## src/rtl/data_buffer_pkg.sv

```systemverilog
// Shared constants and types for the data_buffer byte FIFO.
// Optional error flags are enabled with the DATA_BUFFER_ERR_FLAGS_EN macro.
package data_buffer_pkg;

  localparam int unsigned BUFFER_DEPTH_MAX = 64;
  localparam int unsigned OCC_W            = 7;

  typedef logic [OCC_W-1:0] occ_t;

  // Encoded as {read_accepted, write_accepted}.
  typedef enum logic [1:0] {
    OpNone  = 2'b00,
    OpWrite = 2'b01,
    OpRead  = 2'b10,
    OpBoth  = 2'b11
  } buf_op_e;

  function automatic int unsigned ptr_width(input int unsigned depth);
    return (depth > 1) ? $clog2(depth) : 1;
  endfunction

endpackage

```

## src/rtl/data_buffer_ctrl.sv

```systemverilog
// Pointer, occupancy and error-flag control for data_buffer.
// Error flags are compiled in only when DATA_BUFFER_ERR_FLAGS_EN is defined.
module data_buffer_ctrl
  import data_buffer_pkg::*;
#(
  parameter int unsigned DEPTH = 64,
  localparam int unsigned PTR_W = ptr_width(DEPTH)
) (
  input  logic             clk,
  input  logic             rst,
  input  logic             store_tx_data,
  input  logic             get_tx_packet_data,
  input  logic             clear,
  output logic             wr_en,
  output logic [PTR_W-1:0] wptr,
  output logic [PTR_W-1:0] rptr,
  output occ_t             buffer_occupancy,
  output logic             empty,
  output logic             full,
  output logic             overflow_err,
  output logic             underflow_err
);

  logic [PTR_W-1:0] wptr_q, wptr_d;
  logic [PTR_W-1:0] rptr_q, rptr_d;
  occ_t             occ_q, occ_d;
  logic             rd_acc, wr_acc;
  buf_op_e          op;

  // Flags come from the registered count so they never glitch with pointer updates.
  assign empty = (occ_q == '0);
  assign full  = (occ_q == occ_t'(DEPTH));

  assign rd_acc = get_tx_packet_data & ~clear & ~empty;
  // A full buffer still accepts a write when the same cycle frees a slot.
  assign wr_acc = store_tx_data & ~clear & (~full | rd_acc);
  assign op     = buf_op_e'({rd_acc, wr_acc});

  always_comb begin
    wptr_d = wptr_q;
    rptr_d = rptr_q;
    occ_d  = occ_q;
    if (clear) begin
      wptr_d = '0;
      rptr_d = '0;
      occ_d  = '0;
    end else begin
      unique case (op)
        OpWrite: begin
          wptr_d = wptr_q + PTR_W'(1);
          occ_d  = occ_q + occ_t'(1);
        end
        OpRead: begin
          rptr_d = rptr_q + PTR_W'(1);
          occ_d  = occ_q - occ_t'(1);
        end
        OpBoth: begin
          wptr_d = wptr_q + PTR_W'(1);
          rptr_d = rptr_q + PTR_W'(1);
        end
        default: ;
      endcase
    end
  end

  always_ff @(posedge clk or posedge rst) begin
    if (rst) begin
      wptr_q <= '0;
      rptr_q <= '0;
      occ_q  <= '0;
    end else begin
      wptr_q <= wptr_d;
      rptr_q <= rptr_d;
      occ_q  <= occ_d;
    end
  end

`ifdef DATA_BUFFER_ERR_FLAGS_EN
  logic ovf_q, ovf_d;
  logic unf_q, unf_d;

  always_comb begin
    ovf_d = ovf_q;
    unf_d = unf_q;
    if (clear) begin
      ovf_d = 1'b0;
      unf_d = 1'b0;
    end else begin
      if (store_tx_data && full && !rd_acc) ovf_d = 1'b1;
      if (get_tx_packet_data && empty)      unf_d = 1'b1;
    end
  end

  always_ff @(posedge clk or posedge rst) begin
    if (rst) begin
      ovf_q <= 1'b0;
      unf_q <= 1'b0;
    end else begin
      ovf_q <= ovf_d;
      unf_q <= unf_d;
    end
  end

  assign overflow_err  = ovf_q;
  assign underflow_err = unf_q;
`else
  assign overflow_err  = 1'b0;
  assign underflow_err = 1'b0;
`endif

  assign wr_en            = wr_acc;
  assign wptr             = wptr_q;
  assign rptr             = rptr_q;
  assign buffer_occupancy = occ_q;

endmodule

```

## src/rtl/data_buffer.sv

```systemverilog
// Byte FIFO between the AHB slave and USB transmitter, first-word fall-through.
// Define DATA_BUFFER_ERR_FLAGS_EN to build the sticky overflow/underflow flags.
module data_buffer
  import data_buffer_pkg::*;
#(
  parameter int unsigned DEPTH = 64
) (
  input  logic       clk,
  input  logic       rst,
  input  logic       store_tx_data,
  input  logic [7:0] tx_data,
  input  logic       clear,
  input  logic       get_tx_packet_data,
  output logic [7:0] tx_packet_data,
  output occ_t       buffer_occupancy,
  output logic       empty,
  output logic       full,
  output logic       overflow_err,
  output logic       underflow_err
);

  localparam int unsigned PTR_W = ptr_width(DEPTH);

  logic [7:0]       mem [DEPTH];
  logic             wr_en;
  logic [PTR_W-1:0] wptr, rptr;

  data_buffer_ctrl #(
    .DEPTH (DEPTH)
  ) u_ctrl (
    .clk                (clk),
    .rst                (rst),
    .store_tx_data      (store_tx_data),
    .get_tx_packet_data (get_tx_packet_data),
    .clear              (clear),
    .wr_en              (wr_en),
    .wptr               (wptr),
    .rptr               (rptr),
    .buffer_occupancy   (buffer_occupancy),
    .empty              (empty),
    .full               (full),
    .overflow_err       (overflow_err),
    .underflow_err      (underflow_err)
  );

  // Storage is deliberately not reset; emptiness is tracked by the occupancy count.
  always_ff @(posedge clk) begin
    if (wr_en) mem[wptr] <= tx_data;
  end

  assign tx_packet_data = empty ? 8'h00 : mem[rptr];

endmodule

```

## config.mk

```make
export PLATFORM = sky130hd
export DESIGN_NAME = data_buffer
export DESIGN_NICKNAME = d
export VERILOG_FILES = /design/src/rtl/data_buffer_pkg.sv /design/src/rtl/data_buffer_ctrl.sv /design/src/rtl/data_buffer.sv
export SDC_FILE = /design/constraint.sdc
export NUM_CORES = 1
export LEC_CHECK = 0
export CORE_MARGIN = 2
export CORE_UTILIZATION = 63
export CTS_CLUSTER_DIAMETER = 200
export DETAILED_ROUTE_END_ITERATION = 12
export DONT_BUFFER_PORTS = 1
export PLACE_DENSITY = 0.79
export SETUP_SLACK_MARGIN = 0.3
export SYNTH_ARGS = -nofsm -noshare
export SYNTH_HDL_FRONTEND = slang
export SYNTH_HIERARCHICAL = 1
export SYNTH_SLANG_ARGS = --single-unit
export TNS_END_PERCENT = 100
```

## constraint.sdc

```tcl
create_clock -name clk -period 4.3 [get_ports clk]
set_input_delay 0.215 -clock clk [delete_from_list [all_inputs] [get_ports clk]]
set_output_delay 0.215 -clock clk [all_outputs]
set_load 0.01 [all_outputs]
```

[Yosys cells after proc, flatten, opt, wreduce, memory -nomap -nowiden]
Memories as Yosys holds them, arrays and structs flattened.
Cells that the tools add are included.
Storage, ports and cells
  flip-flop bits (word level): 19
  memory bits (writable): 512
  input bits: 13
  output and inout port bits: 19
  memories kept: 1
Memory list
  mem: depth 64, bits a word 8, read ports 1, clocked after memory_dff 0, wr ports 1, RTL line data_buffer.sv:24  | logic [7:0] mem [DEPTH];
Cells by class
  $add $sub $neg: 4
  eq/ne operators: 4
  multiplexer cells: 9
  bitwise operators: 8
  reduce and logical (&&, ||, !) cells: 6
Operator list (number)
  2-to-1 mux 6 bit: 4
  one-hot mux 7 bit (2 select lines): 1
  adder 6 x 1 -> 6 bit (second input constant): 2
  2-to-1 mux 8 bit: 1
  adder 7 x 1 -> 7 bit (second input constant): 1
  equality test 7 bit (second input constant): 1
  logical NOT 7 bit: 1
  2-to-1 mux 7 bit: 1
  subtractor 7 x 1 -> 7 bit (second input constant): 1
  bitwise AND 1 bit: 4
  equality test 2 bit (second input constant): 2
  nonzero test 2 bit: 2
  OR reduction 2 bit: 2
  inverter 1 bit: 3
  nonzero test 3 bit: 1
  equality test 2 x 1 -> 1 bit (second input constant): 1
  2-to-1 mux 1 bit: 2
  OR 1 bit: 1

[Depth between registers and ports, before layout]
Gate-level depths: netlist of run 1.
  word-level depth: 9
  mapped depth: 11

[Hierarchy]
Netlist of run 1, hierarchy kept.
Modules (own cells, without submodules)
  data_buffer: instances 1, cells each 951, area an instance 20005.4 um^2, seq. area each 15374.7 um^2
  data_buffer_ctrl: instances 1, cells each 135, area an instance 1251.2 um^2, seq. area each 475.5 um^2

[Worst setup path after synthesis of run 1]
Ideal clock, no wire load.
  path type: reg2reg
  start: register u_ctrl.occ_q[0] (netlist: u_ctrl/buffer_occupancy[0])
  end: register u_ctrl.occ_q[5] (netlist: u_ctrl/buffer_occupancy[5])
  setup time: 135 ps
  arrival time: 2908 ps
  data required time: 4165 ps
  slack: 1257 ps
  stages on the path, launching flop included: 12
  buffers on the path: 1
  clock period less this slack: 3043 ps
  path through: dfrtp_1 > or4_1 > buf_6 > o31ai_1 > or3_1 > inv_1 > ha_1 > a21o_1 > a311o_1 > a21oi_1 > xor2_1 > o31ai_1
On the way
  cells in the longest elaborated chain, start to end: 8
RTL lines
  start: declaration: RTL line data_buffer_ctrl.sv:26  | occ_t occ_q, occ_d;
  start signal: assignment: RTL line data_buffer_ctrl.sv:70  | occ_q <= '0;
  start signal: assignment: RTL line data_buffer_ctrl.sv:74  | occ_q <= occ_d;
  logical NOT 7 bit: RTL line data_buffer_ctrl.sv:31  | assign empty = (occ_q == '0);
  inverter 1 bit: RTL line data_buffer_ctrl.sv:34  | assign rd_acc = get_tx_packet_data & ~clear & ~empty;
  bitwise AND 1 bit: RTL line data_buffer_ctrl.sv:34
  OR 1 bit: RTL line data_buffer_ctrl.sv:36  | assign wr_acc = store_tx_data & ~clear & (~full | rd_acc);
  bitwise AND 1 bit: RTL line data_buffer_ctrl.sv:36
  equality test 2 bit / equality test 2 x 1 -> 1 bit (equally long branches): RTL line data_buffer_ctrl.sv:48  | unique case (op)
  one-hot mux 7 bit (2 select lines): RTL line data_buffer_ctrl.sv:48
  2-to-1 mux 7 bit: RTL line data_buffer_ctrl.sv:43  | if (clear) begin
Parallel ways exist; a longest one is shown, timed or not.
A chain may end at the register's enable or synchronous reset.

[Final worst setup path of run 1]
  start: register u_ctrl.occ_q[0] (netlist: u_ctrl/buffer_occupancy[0])
  end: output port tx_packet_data[3]
On the way
  cells in the longest elaborated chain, start to end: 2
RTL lines
  logical NOT 7 bit: RTL line data_buffer_ctrl.sv:31
  named net empty: RTL line data_buffer.sv:16  | output logic empty,
  2-to-1 mux 8 bit: RTL line data_buffer.sv:51  | assign tx_packet_data = empty ? 8'h00 : mem[rptr];
  end: declaration: RTL line data_buffer.sv:14  | output logic [7:0] tx_packet_data,
The timed path passes the listed nets, and every way through them passes these cells.

==> results of run 1 <==
## metrics by stage
step                setup slack, ps  power [mW]  cells  instance area [µm²]  hold slack (ps)
floorplan                      1260        7.41   1087                21300              166
global placement               1020        7.81   1488                21600              256
detailed placement              913        7.84   1488                21600              276
CTS                             443        12.2   1590                23500             33.4
global route                    458        12.5   1590                23500             31.7
finish                          549        12.1   1590                23500             25.9
## sequential cells by signal, summed over array words and instances (netlist names)
name                     count
mem                        512
u_ctrl/buffer_occupancy      7
u_ctrl/rptr                  6
u_ctrl/wptr                  6
## critical path: stages (launching register included)
cell,delay (ps)
dfrtp_1,460
or4_1,720
or2_2,370
nor2_2,280
nand2b_1,360
nor2_1,70
a21oi_1,400
o221ai_1,330
## power groups by stage
stage | logic [mW] | clock network, mW | registers, mW
final | 1.98 | 4.26 | 5.88
after global routing | 2.10 | 4.49 | 5.90
after CTS | 1.98 | 4.29 | 5.89
after detailed placement | 1.84 | 0 | 6.00
after global placement | 1.82 | 0 | 6.00
after floorplan | 1.53 | 0 | 5.87
## metal layers
metal | wire length, µm | track usage, % | vias up
met5 | 0 | 0 | -
met4 | 1520 | 9.48 | 0
li1 | - | - | 4453
met1 | 17600 | 38.6 | 5543
met3 | 4660 | 6.03 | 119
met2 | 22500 | 42.5 | 665
## Yosys cell counts (all sizes together), types with 10 or more instances
cell    instances  area, µm²
a21oi          11       55.1
a22oi          10       75.1
buf            43        305
clkbuf         19       71.3
dfrtp          19        475
edfxtp        512      15400
inv            10       37.5
mux2i          23        230
mux4          124       2800
nand2          38        143
nand2b         10       62.6
nand3          17       85.1
nor2           99        372
nor3           11       55.1
o21ai          11       55.1
o22ai          14       87.6
## final cells by class
type / count / area, µm² / area share (%)
clock inverter: 28 / 241 / 1.03
inverter: 10 / 37.5 / 0.160
multi-input combinational: 484 / 5000 / 21.3
clock buffer: 61 / 1340 / 5.69
sequential: 531 / 15900 / 67.6
tap: 448 / 561 / 2.39
timing repair buffer: 28 / 433 / 1.84
## logic make-up after synthesis
family	after synthesis	share of synthesized area, %
flops	531	74.6
mux	151	14.5
other cells	1	0.0176
xor+xnor	12	0.494
fa+ha+maj	8	0.506
compound gates	96	3.37
simple gates	215	4.65
buf+inv	72	1.95
## final timing paths
kind                                            start                    endpoint  slack, ps  cells after the start
setup / recovery           u_ctrl/buffer_occupancy[0]           tx_packet_data[3]        550                      7
hold / removal                             tx_data[6]                  mem[39][6]         30                      1
setup reg to reg           u_ctrl/buffer_occupancy[0]  u_ctrl/buffer_occupancy[5]        820                     10
hold reg to reg            u_ctrl/buffer_occupancy[2]  u_ctrl/buffer_occupancy[2]        620                      2
max in group asynchronous                         rst              u_ctrl/rptr[1]       3490                      2
min in group asynchronous                         rst  u_ctrl/buffer_occupancy[1]        250                      2
## what timing repair did
action | 4_1_cts | 5_1_grt
setup buffers | 0 | 0
resized for setup | 0 | 1
hold buffers | 13 | 0
setup endpoints to repair | 0 | 1
hold endpoints to repair | 550 | 0
==> flow_metrics.env, run 1 <==
export IMPL_status="finished clean"
export IMPL_power_frac_comb_pct=16.4
export IMPL_synthDistinctLibCells=60
export IMPL_vias=10780
export IMPL_crit_arrival_ps=3540
export IMPL_start_util_pct=63.7
export IMPL_fmax_mhz=267
export IMPL_final_cell_mix="edfxtp_1 (512), mux4_2 (123), nor2_1 (98)"
export IMPL_areaGrowthSynthToFinish_pct=10.4
export IMPL_period_needed_ps=3750
export IMPL_p_seq_share_pct=48.5
export IMPL_grt_antenna_before_repair=0
export IMPL_avgRoutedWirePerCell_um=29.1
export IMPL_utilization_pct=70.3
export IMPL_grt_pass1_vias=10828
export IMPL_internal_power_mw=9.05
export IMPL_setup_violations=0
export IMPL_cts_root_buf="clkbuf_16"
export IMPL_die_x_um=188
export IMPL_gp_congestion=0.894
export IMPL_cts_num_sinks=531
export IMPL_ys_async_sr_fraction_pct=3.58
export IMPL_num_nets_final=1127
export IMPL_clk_latency_ps=570
export IMPL_die_area_um2=35200
export IMPL_synth_area_um2=21300
export IMPL_die_y_um=188
export IMPL_viasPerCell=6.78
export IMPL_critPathMaxFanout=9
export IMPL_overflow=0
export IMPL_end_kind="primary output"
export IMPL_path_clk_slew_ps=60
export IMPL_portBuffers=0
export IMPL_p_clk_share_pct=35.1
export IMPL_tns_ps=0
export IMPL_core_area_um2=33400
export IMPL_synth_cells=1086
export IMPL_dp_final_hpwl_um=27100
export IMPL_h_tree_depth=2
export IMPL_worst_pin_slew_ps=986
export IMPL_fill_cells=2004
export IMPL_cts_buffers=51
export IMPL_swShare_pct=25.3
export IMPL_drt_total_wl_um=46300
export IMPL_final_antenna_net_count=0
export IMPL_timing_slew_headroom_pct=33.4
export IMPL_track_usage_pct=27.1
export IMPL_power_switching_mw=3.07
export IMPL_first_iter_violations=1325
export IMPL_grt_max_degree=65
export IMPL_min_path_type="in -> reg"
export IMPL_pin_count=32
export IMPL_power_density_nw_per_um2=517
export IMPL_clock_path_buffers=3
export IMPL_rsz0062_at_grt="false"
export IMPL_drc=0
export IMPL_seq_area_frac_synth_pct=74.6
export IMPL_final_common_cell="edfxtp_1"
export IMPL_num_antenna_cells=0
export IMPL_start_kind="register"
export IMPL_drive_above_1_share_pct=20.7
export IMPL_cts_tree="yes"
export IMPL_rows=67
export IMPL_hold_violations=0
export IMPL_synth_flop_cell="edfxtp_1"
export IMPL_postSynthAreaPerCell_um2=19.6
export IMPL_leakage_nw=7.22
export IMPL_fin_crit_sh_pct=87.2
export IMPL_synth_edf_count=512
export IMPL_cap_violations=0
export IMPL_first_pass_iters=5
export IMPL_grt_first_pass_wirelength_um=69800
export IMPL_finalMaxSlewViolations=0
export IMPL_yosysWarnings=6
export IMPL_ir_worst_vdd_mv=0.336
export IMPL_cp_data_required_time_ps=4090
export IMPL_ys_ff_latch=531
export IMPL_crit_type="reg -> out"
export IMPL_fin_skew_ps=27.1
Power figures use the tool's default switching activity.
==> inputs of run 2 (changes only) <==
CORE_ASPECT_RATIO = 1.4   (was not set)
==> flow_metrics.env, run 2 (synthesized netlist as in run 1, its figures left out) <==
export IMPL_dpl_worst_slack_ps=891
export IMPL_core_area_um2=33200
export IMPL_gp_congestion=0.876
export IMPL_setup_violations=0
export IMPL_die_y_um=221
export IMPL_power_density_nw_per_um2=508
export IMPL_crit_arrival_ps=3610
export IMPL_start_kind="register"
export IMPL_timing_slew_headroom_pct=37.1
export IMPL_r2r_slack_ps=820
export IMPL_pin_count=32
export IMPL_drt_total_wl_um=47000
export IMPL_vias=10655
export IMPL_h_tree_depth=2
export IMPL_seqCellArea_um2=15900
export IMPL_dp_cells=1489
export IMPL_min_path_type="in -> reg"
export IMPL_track_usage_pct=27.5
export IMPL_cts_setup_buffers=0
export IMPL_largest_reg_flops=512
export IMPL_num_nets_final=1125
export IMPL_crit_type="reg -> out"
export IMPL_die_area_um2=35200
export IMPL_final_cell_mix="edfxtp_1 (512), mux4_2 (123), nor2_1 (99)"
export IMPL_avgRoutedWirePerCell_um=29.7
export IMPL_hold_violations=0
export IMPL_period_needed_ps=3820
export IMPL_fill_cells=2014
export IMPL_die_x_um=159
export IMPL_critPathMaxFanout=9
export IMPL_regMostFlops="mem"
export IMPL_num_antenna_cells=0
export IMPL_rows=79
export IMPL_areaGrowthSynthToFinish_pct=9.74
export IMPL_cap_violations=0
export IMPL_grt_pass1_vias=10910
export IMPL_tns_ps=0
export IMPL_clk_latency_ps=570
export IMPL_overflow=0
export IMPL_dp_final_hpwl_um=28400
export IMPL_fin_cells=1584
export IMPL_ir_worst_vdd_mv=0.363
export IMPL_status="finished clean"
export IMPL_cts_tree="yes"
export IMPL_rsz0062_at_grt="false"
export IMPL_fin_crit_sh_pct=88.9
export IMPL_totalPowerFinal_mw=11.8
export IMPL_cts_buffers=46
export IMPL_final_antenna_net_count=0
export IMPL_portBuffers=0
export IMPL_multi_input_area_um2=5000
export IMPL_cp_data_required_time_ps=4090
export IMPL_setup_slack_ps=476
export IMPL_clock_path_buffers=3
export IMPL_end_kind="primary output"
export IMPL_drive_above_1_share_pct=21.0
export IMPL_start_util_pct=64.0
export IMPL_final_common_cell="edfxtp_1"
export IMPL_drc=0
export IMPL_leakage_nw=7.16
export IMPL_cts_root_buf="clkbuf_16"
export IMPL_first_iter_violations=1351
export IMPL_fin_skew_ps=19.7
export IMPL_grt_antenna_before_repair=0
export IMPL_path_clk_slew_ps=60
export IMPL_first_pass_iters=5
export IMPL_grt_max_degree=65
export IMPL_fmax_mhz=262
export IMPL_worst_pin_slew_ps=940
export IMPL_finalMaxSlewViolations=0
export IMPL_viasPerCell=6.73
export IMPL_cts_num_sinks=531
export IMPL_grt_first_pass_wirelength_um=71200
==> run 2: changes by cell type in the layout (fill, tap and decap cells not counted), sizes merged <==
| cell | change |
|---|---|
| clkbuf | +1 |
| buf | +4 |
| inv | +1 |
| clkinvlp | +1 |
| dlygate4sd3 | -1 |
| bufinv | -1 |
| clkinv | -8 |
==> run 2: power breakdown <==
part | switching, mW | leakage (nW) | total [mW] | internal (mW)
Clock | 1.76 | 0.704 | 3.98 | 2.22
Combinational | 1.06 | 1.60 | 1.96 | 0.901
Sequential | 0.189 | 4.86 | 5.90 | 5.71
==> run 2: what timing repair did <==
| item | in CTS | in global routing |
|---|---|---|
| gates resized for setup | 0 | 1 |
| endpoints found under the hold margin | 550 | 0 |
| hold buffers | 12 | 0 |
| setup endpoints to repair | 0 | 1 |
==> run 2: worst paths after layout <==
path	start	end	cells after the start
worst max-delay path	u_ctrl/buffer_occupancy[0]	tx_packet_data[3]	7
worst min-delay path	tx_data[7]	mem[54][7]	1
worst max register to register	u_ctrl/buffer_occupancy[0]	mem[6][4]	6
worst min register to register	u_ctrl/buffer_occupancy[5]	u_ctrl/buffer_occupancy[5]	2
max in group asynchronous	rst	u_ctrl/rptr[2]	2
min in group asynchronous	rst	u_ctrl/buffer_occupancy[6]	2
==> run 2: final cells by class <==
cell class | count | share of cell area, %
well taps | 445 | 2.39
flip-flops and latches | 531 | 68.0
clock inverters | 21 | 0.869
inverters | 10 | 0.161
multi-input cells | 484 | 21.4
clock buffers | 62 | 5.32
repair buffers | 31 | 1.83
==> run 2: through the flow <==
| step | util, % | hold slack (ps) | instance area [µm²] |
|---|---|---|---|
| 2_1_floorplan | - | 166 | 21300 |
| 3_3_place_gp | 65.1 | 285 | 21600 |
| 3_5_place_dp | 65.1 | 287 | 21600 |
| 4_1_cts | 70.2 | 20.1 | 23300 |
| 5_1_grt | 70.2 | 28.0 | 23300 |
| 6_report | 70.2 | 16.1 | 23300 |
==> run 2: layer usage <==
| layer | global-route usage [%] | vias to the layer above | part of all wire [%] |
|---|---|---|---|
| met5 | 0 | - | 0 |
| met4 | 10.0 | 0 | 3.9 |
| met3 | 5.47 | 114 | 8.8 |
| met2 | 46.6 | 596 | 52 |
| met1 | 35.9 | 5491 | 36 |
| li1 | - | 4454 | - |
==> run 2: critical path: stages, from the launching register on <==
cell and delay [ps]:
dfrtp_1 460, or4_1 730, or2_2 360, nor2_1 340
nand2b_2 380, nor4_1 110, a21oi_1 340, o221ai_1 340
==> inputs of run 3 (changes only) <==
SYNTH_HIERARCHICAL = not set   (was 1)
==> flow_metrics.env, run 3 <==
export IMPL_totalPowerFinal_mw=12.0
export IMPL_synth_compound_area_share_pct=3.20
export IMPL_worst_pin_slew_ps=1030
export IMPL_finalMaxSlewViolations=0
export IMPL_synth_flop_cell="edfxtp_1"
export IMPL_vias=10415
export IMPL_start_util_pct=63.8
export IMPL_fin_skew_ps=17.2
export IMPL_grt_pass1_vias=10629
export IMPL_synth_area_um2=21100
export IMPL_die_area_um2=35000
export IMPL_ys_ff_latch=531
export IMPL_num_antenna_cells=0
export IMPL_postSynthAreaPerCell_um2=20.0
export IMPL_first_iter_violations=1308
export IMPL_final_antenna_net_count=0
export IMPL_critPathTopFamily="compound AO/OA/AOI/OAI gates"
export IMPL_status="finished clean"
export IMPL_synth_most_common_cell="edfxtp_1"
export IMPL_min_path_type="in -> reg"
export IMPL_cts_buffers=47
export IMPL_hold_violations=0
export IMPL_end_kind="primary output"
export IMPL_cap_violations=0
export IMPL_first_pass_iters=6
export IMPL_synth_edf_count=512
export IMPL_avgRoutedWirePerCell_um=29.0
export IMPL_fin_crit_sh_pct=86.4
export IMPL_largest_reg_flops=512
export IMPL_core_area_um2=33100
export IMPL_leakage_nw=7.19
export IMPL_overflow=0
export IMPL_path_clk_slew_ps=60
export IMPL_drc=0
export IMPL_final_common_cell="edfxtp_1"
export IMPL_num_nets_final=1103
export IMPL_viasPerCell=6.65
export IMPL_internal_power_mw=9.01
export IMPL_setup_violations=0
export IMPL_regMostFlops="mem"
export IMPL_power_density_nw_per_um2=515
export IMPL_critPathMaxFanout=25
export IMPL_areaGrowthSynthToFinish_pct=10.5
export IMPL_rsz0062_at_grt="false"
export IMPL_power_switching_mw=3.02
export IMPL_die_y_um=221
export IMPL_cts_setup_buffers=0
export IMPL_crit_arrival_ps=3500
export IMPL_timing_slew_headroom_pct=31.6
export IMPL_clk_latency_ps=570
export IMPL_ys_async_sr_fraction_pct=3.58
export IMPL_cts_root_buf="clkbuf_16"
export IMPL_rows=79
export IMPL_synthMuxAreaShare_pct=15.3
export IMPL_h_tree_depth=2
export IMPL_dp_final_hpwl_um=26800
export IMPL_seq_area_frac_synth_pct=75.0
export IMPL_drt_total_wl_um=45400
export IMPL_clock_path_buffers=3
export IMPL_utilization_pct=70.5
export IMPL_cts_tree="yes"
export IMPL_portBuffers=0
export IMPL_cts_num_sinks=531
export IMPL_p_seq_share_pct=48.8
export IMPL_die_x_um=159
export IMPL_gp_congestion=0.877
export IMPL_period_needed_ps=3710
export IMPL_slowest_delay_ps=760
export IMPL_synth_xor_area_share_pct=0.497
export IMPL_fmax_mhz=269
export IMPL_yosys_area_share_adder_pct=0.509
export IMPL_ir_worst_vdd_mv=0.400
export IMPL_power_frac_comb_pct=15.8
export IMPL_yosysWarnings=0
export IMPL_grt_antenna_before_repair=0
export IMPL_post_cts_resized=0
export IMPL_cp_data_required_time_ps=4090
export IMPL_p_clk_share_pct=35.4
export IMPL_pin_count=32
export IMPL_drive_above_1_share_pct=20.2
export IMPL_synth_largest_area_cell="edfxtp_1"
export IMPL_tns_ps=0
export IMPL_swShare_pct=25.1
export IMPL_start_kind="register"
export IMPL_grt_max_degree=65
export IMPL_fill_cells=1914
export IMPL_crit_chain="buf_4, mux4_2, a22o_1, a2111oi_0, o21ai_0"
export IMPL_critPathBufInv=1
export IMPL_synthDistinctLibCells=54
export IMPL_synth_commonest_cells="edfxtp_1 (512), mux4_2 (118), nor2_1 (90)"
export IMPL_ctsHoldBuffers=13
export IMPL_slowest_stage="dfrtp_4"
export IMPL_yosys_top_cells_area="edfxtp_1 (73%), mux4_2 (13%), dfrtp_1 (2.2%), mux2i_1 (2.1%), nor2_1 (1.6%)"
export IMPL_yosysTopAreaCellShare_pct=72.8
export IMPL_grt_first_pass_wirelength_um=67400
export IMPL_final_cell_mix="edfxtp_1 (512), mux4_2 (118), nor2_1 (90)"
export IMPL_track_usage_pct=26.5
export IMPL_synth_top_family_by_area="multiplexers"
export IMPL_synth_simple_area_share_pct=3.75
export IMPL_crit_type="reg -> out"
export IMPL_synth_cells=1057
## run 3: cell types whose count changed in the layout (fill, tap and decap cells not counted), sizes merged, moves of 6 or more
cell	change
nor2b	+7
o21ai	+8
nand3	-10
nor3	-9
mux2i	+21
nor2	-9
a31oi	-7
or2	-6
a22oi	-7
a21oi	+13
## run 3: worst paths after layout
path,startpoint,endpoint,slack [ps],depth (start not counted)
max in group asynchronous,rst,u_ctrl.rptr[1],3500,2
max,u_ctrl.rptr[0],tx_packet_data[2],590,5
min,tx_data[0],mem[38][0],10,1
min in group asynchronous,rst,u_ctrl.buffer_occupancy[3],240,2
min reg2reg,u_ctrl.buffer_occupancy[3],u_ctrl.buffer_occupancy[3],610,2
max reg2reg,u_ctrl.buffer_occupancy[0],u_ctrl.buffer_occupancy[6],680,12
## run 3: layout make-up
cell class | count | area (µm²) | share of cell area (%)
Sequential cell | 531 | 15900 | 67.9
Multi-Input combinational cell | 463 | 4930 | 21.1
Clock buffer | 58 | 1240 | 5.30
Tap cell | 445 | 557 | 2.38
Timing Repair Buffer | 32 | 425 | 1.82
Clock inverter | 29 | 323 | 1.38
Inverter | 7 | 26.3 | 0.112
## run 3: power by group through the flow
stage / combinational [mW] / sequential, mW / clock, mW
final: 1.90 / 5.87 / 4.26
after global routing: 2.01 / 5.88 / 4.48
after CTS: 1.90 / 5.87 / 4.31
after detailed placement: 1.78 / 5.99 / 0
after global placement: 1.75 / 5.98 / 0
after floorplan: 1.44 / 5.87 / 0
## run 3: metal layers
layer | GRT usage, % | wire length [µm] | up-vias | share of wire (%)
li1 | - | - | 4362 | -
met1 | 33.9 | 16500 | 5386 | 36
met2 | 45.6 | 23400 | 545 | 51
met3 | 4.69 | 3580 | 122 | 7.9
met5 | 0 | 0 | - | 0
met4 | 11.7 | 1950 | 0 | 4.3
## run 3: worst reg2reg max path, delay by kind of cell (launching register included)
| family | cells | cell delay, ps |
|---|---|---|
| compound gates | 3 | 520 |
| fa+ha+maj | 1 | 340 |
| buf+inv | 1 | 110 |
| flops | 1 | 470 |
| mux | 1 | 250 |
| simple gates | 6 | 1770 |
## run 3: per-stage QoR
stage               cell area, µm²  hold slack, ps  setup slack [ps]  instances
global route                 23400            9.12               440       1565
detailed placement           21500             280               797       1465
CTS                          23400            6.10               530       1565
global placement             21500             280               946       1465
floorplan                    21100             166              1360       1058
finish                       23400            10.3               587       1565
## run 3: kinds of logic after synthesis
group           count (synthesis)
compound gates                 99
xor+xnor                       12
fa+ha+maj                       8
buf+inv                        64
flops                         531
mux                           168
other cells                     1
simple gates                  174
